### src/rtl/ysyx_24110015_alu_arbiter.sv
// Purpose     : shares one combinational ALU between two requesters, one operation at a time, round-robin on ties.
// Latency     : accept at edge N, operands on the ALU during cycle N+1, result valid from cycle N+2 (min 3-cycle accept interval).
// Backpressure: the result is held until the owner raises resp_ready; no new request is accepted until then.
//
// Ports:
//   clk, rst_n                 clock and asynchronous active-low reset
//   req_valid/req_ready[1:0]   per-requester request handshake
//   req_data1/2, req_op [1:0]  per-requester operands and ALU op
//   resp_valid/resp_ready[1:0] per-requester response handshake
//   resp_data                  shared result, qualified by resp_valid[i]
//   alu_data1/2, alu_op        to the shared ALU
//   alu_out                    from the shared ALU (combinational)
//   busy                       high whenever an operation is in flight
module ysyx_24110015_alu_arbiter #(
    parameter int DATA_WIDTH = 32
) (
    input  logic                       clk,
    input  logic                       rst_n,
    input  logic [1:0]                 req_valid,
    output logic [1:0]                 req_ready,
    input  logic [1:0][DATA_WIDTH-1:0] req_data1,
    input  logic [1:0][DATA_WIDTH-1:0] req_data2,
    input  logic [1:0][3:0]            req_op,
    output logic [1:0]                 resp_valid,
    input  logic [1:0]                 resp_ready,
    output logic [DATA_WIDTH-1:0]      resp_data,
    output logic [DATA_WIDTH-1:0]      alu_data1,
    output logic [DATA_WIDTH-1:0]      alu_data2,
    output logic [3:0]                 alu_op,
    input  logic [DATA_WIDTH-1:0]      alu_out,
    output logic                       busy
);

    typedef enum logic [1:0] {
        IDLE = 2'd0,
        EXEC = 2'd1,
        RESP = 2'd2
    } state_t;

    state_t                 state_q, state_d;
    logic                   prio_q, prio_d;
    logic                   owner_q, owner_d;
    logic [3:0]             op_q, op_d;
    logic [DATA_WIDTH-1:0]  a_q, a_d;
    logic [DATA_WIDTH-1:0]  b_q, b_d;
    logic [DATA_WIDTH-1:0]  res_q, res_d;

    logic                   gnt;
    logic                   accept;
    logic                   resp_done;

    // Grant: prio breaks a tie, otherwise whichever requester is valid.
    // With nothing valid gnt is don't-care; accept is gated by req_valid.
    always_comb begin
        gnt       = (req_valid == 2'b11) ? prio_q : req_valid[1];
        accept    = (state_q == IDLE) && req_valid[gnt];
        resp_done = (state_q == RESP) && resp_ready[owner_q];
    end

    // State register
    always_ff @(posedge clk or negedge rst_n) begin
        if (!rst_n) begin
            state_q <= IDLE;
        end else begin
            state_q <= state_d;
        end
    end

    // Next-state logic
    always_comb begin
        state_d = state_q;
        case (state_q)
            IDLE:    if (accept)    state_d = EXEC;
            EXEC:                   state_d = RESP;
            RESP:    if (resp_done) state_d = IDLE;
            default:                state_d = IDLE;
        endcase
    end

    // Output logic
    always_comb begin
        req_ready  = 2'b00;
        resp_valid = 2'b00;
        if (state_q == IDLE && req_valid != 2'b00) begin
            req_ready[gnt] = 1'b1;
        end
        if (state_q == RESP) begin
            resp_valid[owner_q] = 1'b1;
        end
        busy      = (state_q != IDLE);
        resp_data = res_q;
        // The ALU always sees the registered operands; only the EXEC cycle matters.
        alu_data1 = a_q;
        alu_data2 = b_q;
        alu_op    = op_q;
    end

    // Datapath next values
    always_comb begin
        prio_d  = prio_q;
        owner_d = owner_q;
        op_d    = op_q;
        a_d     = a_q;
        b_d     = b_q;
        res_d   = res_q;
        if (accept) begin
            owner_d = gnt;
            op_d    = req_op[gnt];
            a_d     = req_data1[gnt];
            b_d     = req_data2[gnt];
        end
        if (state_q == EXEC) begin
            res_d = alu_out;
        end
        // The requester just served loses the next tie.
        if (resp_done) begin
            prio_d = ~owner_q;
        end
    end

    always_ff @(posedge clk or negedge rst_n) begin
        if (!rst_n) begin
            prio_q  <= 1'b0;
            owner_q <= 1'b0;
            op_q    <= '0;
            a_q     <= '0;
            b_q     <= '0;
            res_q   <= '0;
        end else begin
            prio_q  <= prio_d;
            owner_q <= owner_d;
            op_q    <= op_d;
            a_q     <= a_d;
            b_q     <= b_d;
            res_q   <= res_d;
        end
    end

endmodule

### config.mk
export PLATFORM = sky130hd
export DESIGN_NAME = ysyx_24110015_alu_arbiter
export DESIGN_NICKNAME = d
export VERILOG_FILES = /design/src/rtl/ysyx_24110015_alu_arbiter.sv
export SDC_FILE = /design/constraint.sdc
export NUM_CORES = 1
export LEC_CHECK = 0
export ABC_AREA = 0
export CORE_AREA = 2 2 112 114
export DETAILED_ROUTE_END_ITERATION = 7
export DIE_AREA = 0 0 114 116
export PLACE_DENSITY = 0.85
export SYNTH_ARGS = -nofsm -noshare
export SYNTH_HDL_FRONTEND = slang
export SYNTH_SLANG_ARGS = --single-unit
### constraint.sdc
create_clock -name clk -period 3.6 [get_ports clk]
set_clock_uncertainty 0.15 [all_clocks]
set_input_delay 0.72 -clock clk [delete_from_list [all_inputs] [get_ports clk]]
set_output_delay 0.72 -clock clk [all_outputs]
set_load 0.02 [all_outputs]
* After elaboration in Yosys (flattened, before gate mapping)
Index checks and enable logic that the tools add are counted.
Widths: inputs -> output; s select.
** Storage, ports and cells
- Flip-flop bits (word level) :: 104
- Output and inout bits :: 105
- Logic and storage cells :: 46
** Cells by class
- $lt $le $gt $ge :: 4
- Equality and inequality tests :: 5
- Mux-type cells :: 20
- Bitwise logic cells :: 1
- Reduce and logical (&&, ||, !) cells :: 9
** Operators by type and width (number)
- $mux 32 :: 4
- $mux 2 :: 4
- $mux 4 :: 2
- $mux 1 :: 7
- $pmux 2 s3 :: 1
- $logic_and 1x1->1 :: 5
- $eq 2x2->1 const B :: 2
- $lt 1x2->1 const B :: 2
- $ne 2x2->1 const B :: 2
- $reduce_bool 2->1 :: 2
- $demux 1 s1 :: 2
- $eq 2x1->1 const B :: 1
- $ge 1x1->1 const B :: 2
- $logic_not 2->1 :: 1
- $reduce_and 2->1 :: 1
- $not 1->1 :: 1

* Longest topological paths before layout
- Depth in word-level cells :: 7
- Gate-level depth with buffers :: 8
- Mapped depth without buffers :: 4

* Least setup slack after synthesis
Ideal clock, no wire load.
- Path kind :: input port to output port
- Start point :: input req_valid[0]
- End point :: output req_ready[1]
- Data arrival time :: 1.571 ns
- Path slack :: 1.159 ns
- Cell stages on the path :: 5
- Cells stage by stage :: nand2b_1 > buf_2 > clkbuf_1 > nand2_1 > nor2_1
** On the way
- Longest elaborated chain between the ends :: 7
** Ends and longest elaborated chain
- start, declared :: RTL line 19 : input logic [1:0] req_valid,
- $eq 2x2->1 :: RTL line 55 : gnt = (req_valid == 2'b11) ? prio_q : req_valid[1];
- $mux 1 :: RTL line 55
- $lt 1x2->1 (implied by the code) / $ge 1x1->1 (equally long branches) :: RTL line 85 : req_ready[gnt] = 1'b1;
- $logic_and 1x1->1 (implied by the code) :: RTL line 85
- $mux 1 (implied by the code) :: RTL line 85
- $demux 1 s1 :: RTL line 85
- $mux 2 (*) :: RTL line 84 : if (state_q == IDLE && req_valid != 2'b00) begin
- end, declared :: RTL line 20 : output logic [1:0] req_ready,
Every way passes the cells marked *; elsewhere a longest branch is shown, timed or not.

* Final worst setup path
- Start point :: input req_valid[0]
- End point :: output req_ready[0]
The elaborated chain is that of the path after synthesis.

==> flow_summary.yaml <==
status:
  status: "finished clean"
die:
  initial_utilization: 0.4082
  core_area_um2: 11910
  rows: 40
  dieWidth_um: 114
  die-height_um: 116
  ios: 279
  dieArea_um2: 13220
synth:
  yosys_register_bits: 104
  yosys-top-cells-area: "dfrtp_1, a31oi_1, mux2_2, o21ai_0, a21oi_1"
  yosys.area.top_type: "dfrtp_1"
  syn-num-nets: 662
  synth_top_area_share: 0.5353
  syn_inst: 488
  ys_warn_count: 0
  synth_commonest_cells: "dfrtp_1, o21ai_0, a21oi_1"
  syn_avg_cell_area_um2: 9.963
  yosysMostFrequentCell: "dfrtp_1"
  ys_seq_area_frac: 0.5353
  synth.distinct_cells: 22
  syn-cell-area_um2: 4862
  synth-edff-count: 0
  ys.flop_type: "dfrtp_1"
  ys_async_sr_fraction: 1.000
global_routing:
  grt_max_degree: 80
  antenna_found_initial: 0
  globalRouteTotalUtil: 0.2607
  overflow: 0
  grt_pass1_wl_um: 26940
  first_global_vias: 5146
placed_design:
  dp_hpwl_um: 12110
  io_buffers: 278
  gp_congestion: 0.8362
  post-place-ws_ns: 0.5006
  place_inst: 868
clock_tree:
  clock-sinks: 104
  clock-root-buffer: "clkbuf_16"
  htree_levels: 3
  cts_tree: "done"
  cts_setup_buffers: 0
  worst_skew_pair.late_latency_ns: 0.34
  cts_resized: 0
  cts_buffers: 9
  cts.clk_slew.worst_paths_ns: 0.08
  cts_max_path_buffers: 2
  cts_hold_buf: 0
sta:
  hold_viol: 0
  finalSetupTns_ns: 0
  min_period_ns: 3.121
  tightest_slew_ns: 1.054
  drv_slew: 0
  finalSetupViolCount: 0
  fin_ws_ns: 0.4789
  rsz0062_at_grt: "false"
  relSlewSlack: 0.2975
  fmax_mhz: 320.4
  period_share: 0.8670
power_and_ir_drop:
  p_leak_nw: 3.086
  power.density_nw_per_um2: 865.0
  peakVddDrop_mv: 0.3798
  p_total_w: 0.006902
route:
  vias: 5133
  drtIter0Drc: 506
  wl_per_cell_um: 19.87
  routed_wl_um: 17570
  drcViolationCount: 0
  routed_via_density: 5.807
  drt_pass1_iterations: 5
  antenna_left: 0
finish:
  antennaDiodeCount: 0
  syn_to_final_growth_pct: 64.10
  fin_util: 0.6699
  nFillCells: 931
  final_layout_size_suffix_gt1_frac: 0.1058
  layout.nets: 906
  final_cells: 884
worst_setup_path:
  path_buf_inv: 2
  worstPathCellList: "clkdlybuf4s50_1, or2_2, nand2_4, a21oi_1, clkdlybuf4s50_1"
  cp_slowest_stage_delay_ns: 0.62
  crit_cells: 5
  path_delay_family: "buffers and inverters"
  cp.required_ns: 2.73
  start_kind: "input pin"
  cp-end-kind: "output port"
  reg2regPathDepth: 5
  worst_path_most_repeated_cell: "clkdlybuf4s50_1"
  crit_type: "in2out"
  critPathSlowestCell: "clkdlybuf4s50_1"
  cp.arrival_ns: 2.25
  reg2reg_slack_ns: 1.46
  critPathMaxFanout: 3
job:
  drv_cap: 0
worst_hold_path:
  min_path_cells: 1
  hold_path.class: "reg2reg"
## per-layer routing
layer / track usage / part of all wire / vias to the layer above
met4: 0.1317 / 0.036 / 0
met1: 0.3090 / 0.37 / 2468
met3: 0.06276 / 0.097 / 46
met5: 0 / 0 / -
li1: - / - / 2302
met2: 0.4448 / 0.50 / 317
## metrics by stage
| step | hold slack [ns] | cell area [um2] |
|---|---|---|
| after floorplan | 0.2744 | 4862 |
| after global placement | 0.3374 | 7670 |
| after detailed placement | 0.3434 | 7670 |
| after CTS | 0.3606 | 7979 |
| after global routing | 0.3735 | 7979 |
| final | 0.3609 | 7979 |
## power by group
part           switching (W)  internal, W  total (W)
sequential          0.000368      0.00177    0.00214
combinational        0.00197      0.00177    0.00374
clock               0.000475     0.000554    0.00103
## cell type report
cell class,instances,area [um2],share of cell area
clock buffers,9,225.2,0.02823
clock inverters,7,83.83,0.01051
inverters,5,18.77,0.002352
multi-input cells,323,1994,0.2500
flip-flops and latches,104,2603,0.3262
well taps,147,183.9,0.02305
repair buffers,289,2870,0.3597
## logic make-up after synthesis
logic type,synth area share
compound gates,0.2486
buf+inv,0.05764
flops,0.5353
mux,0.07411
simple gates,0.08441
## state kept, by name, indices dropped and copies added, names as in the netlist
signal and count:
state_q 2, resp_data 32, owner_q 1, prio_q 1, alu_data1 32, alu_op 4
alu_data2 32
## layout by cell type, fill, tap and decap left out, drive strengths merged
cell type	netlist	layout
a21oi	70	70
a31oi	69	69
and3	1	1
buf	15	13
bufinv	0	1
clkbuf	41	9
clkdlybuf4s50	0	276
clkinv	0	1
clkinvlp	0	1
dfrtp	104	104
inv	5	9
mux2	32	32
nand2	2	2
nand2b	3	3
nand3	68	68
nor2	4	4
nor2b	1	1
o21ai	71	71
o2bb2ai	1	1
or2	1	1
## worst paths after layout
check | startpoint | end
max | req_valid[0] | req_ready[0]
min | resp_data[31] | resp_data[31]
max reg2reg | state_q[1] | alu_data2[29]
min reg2reg | resp_data[31] | resp_data[31]
max in group asynchronous | rst_n | resp_data[19]
min in group asynchronous | rst_n | alu_op[0]
Power figures use the tool's default switching activity.
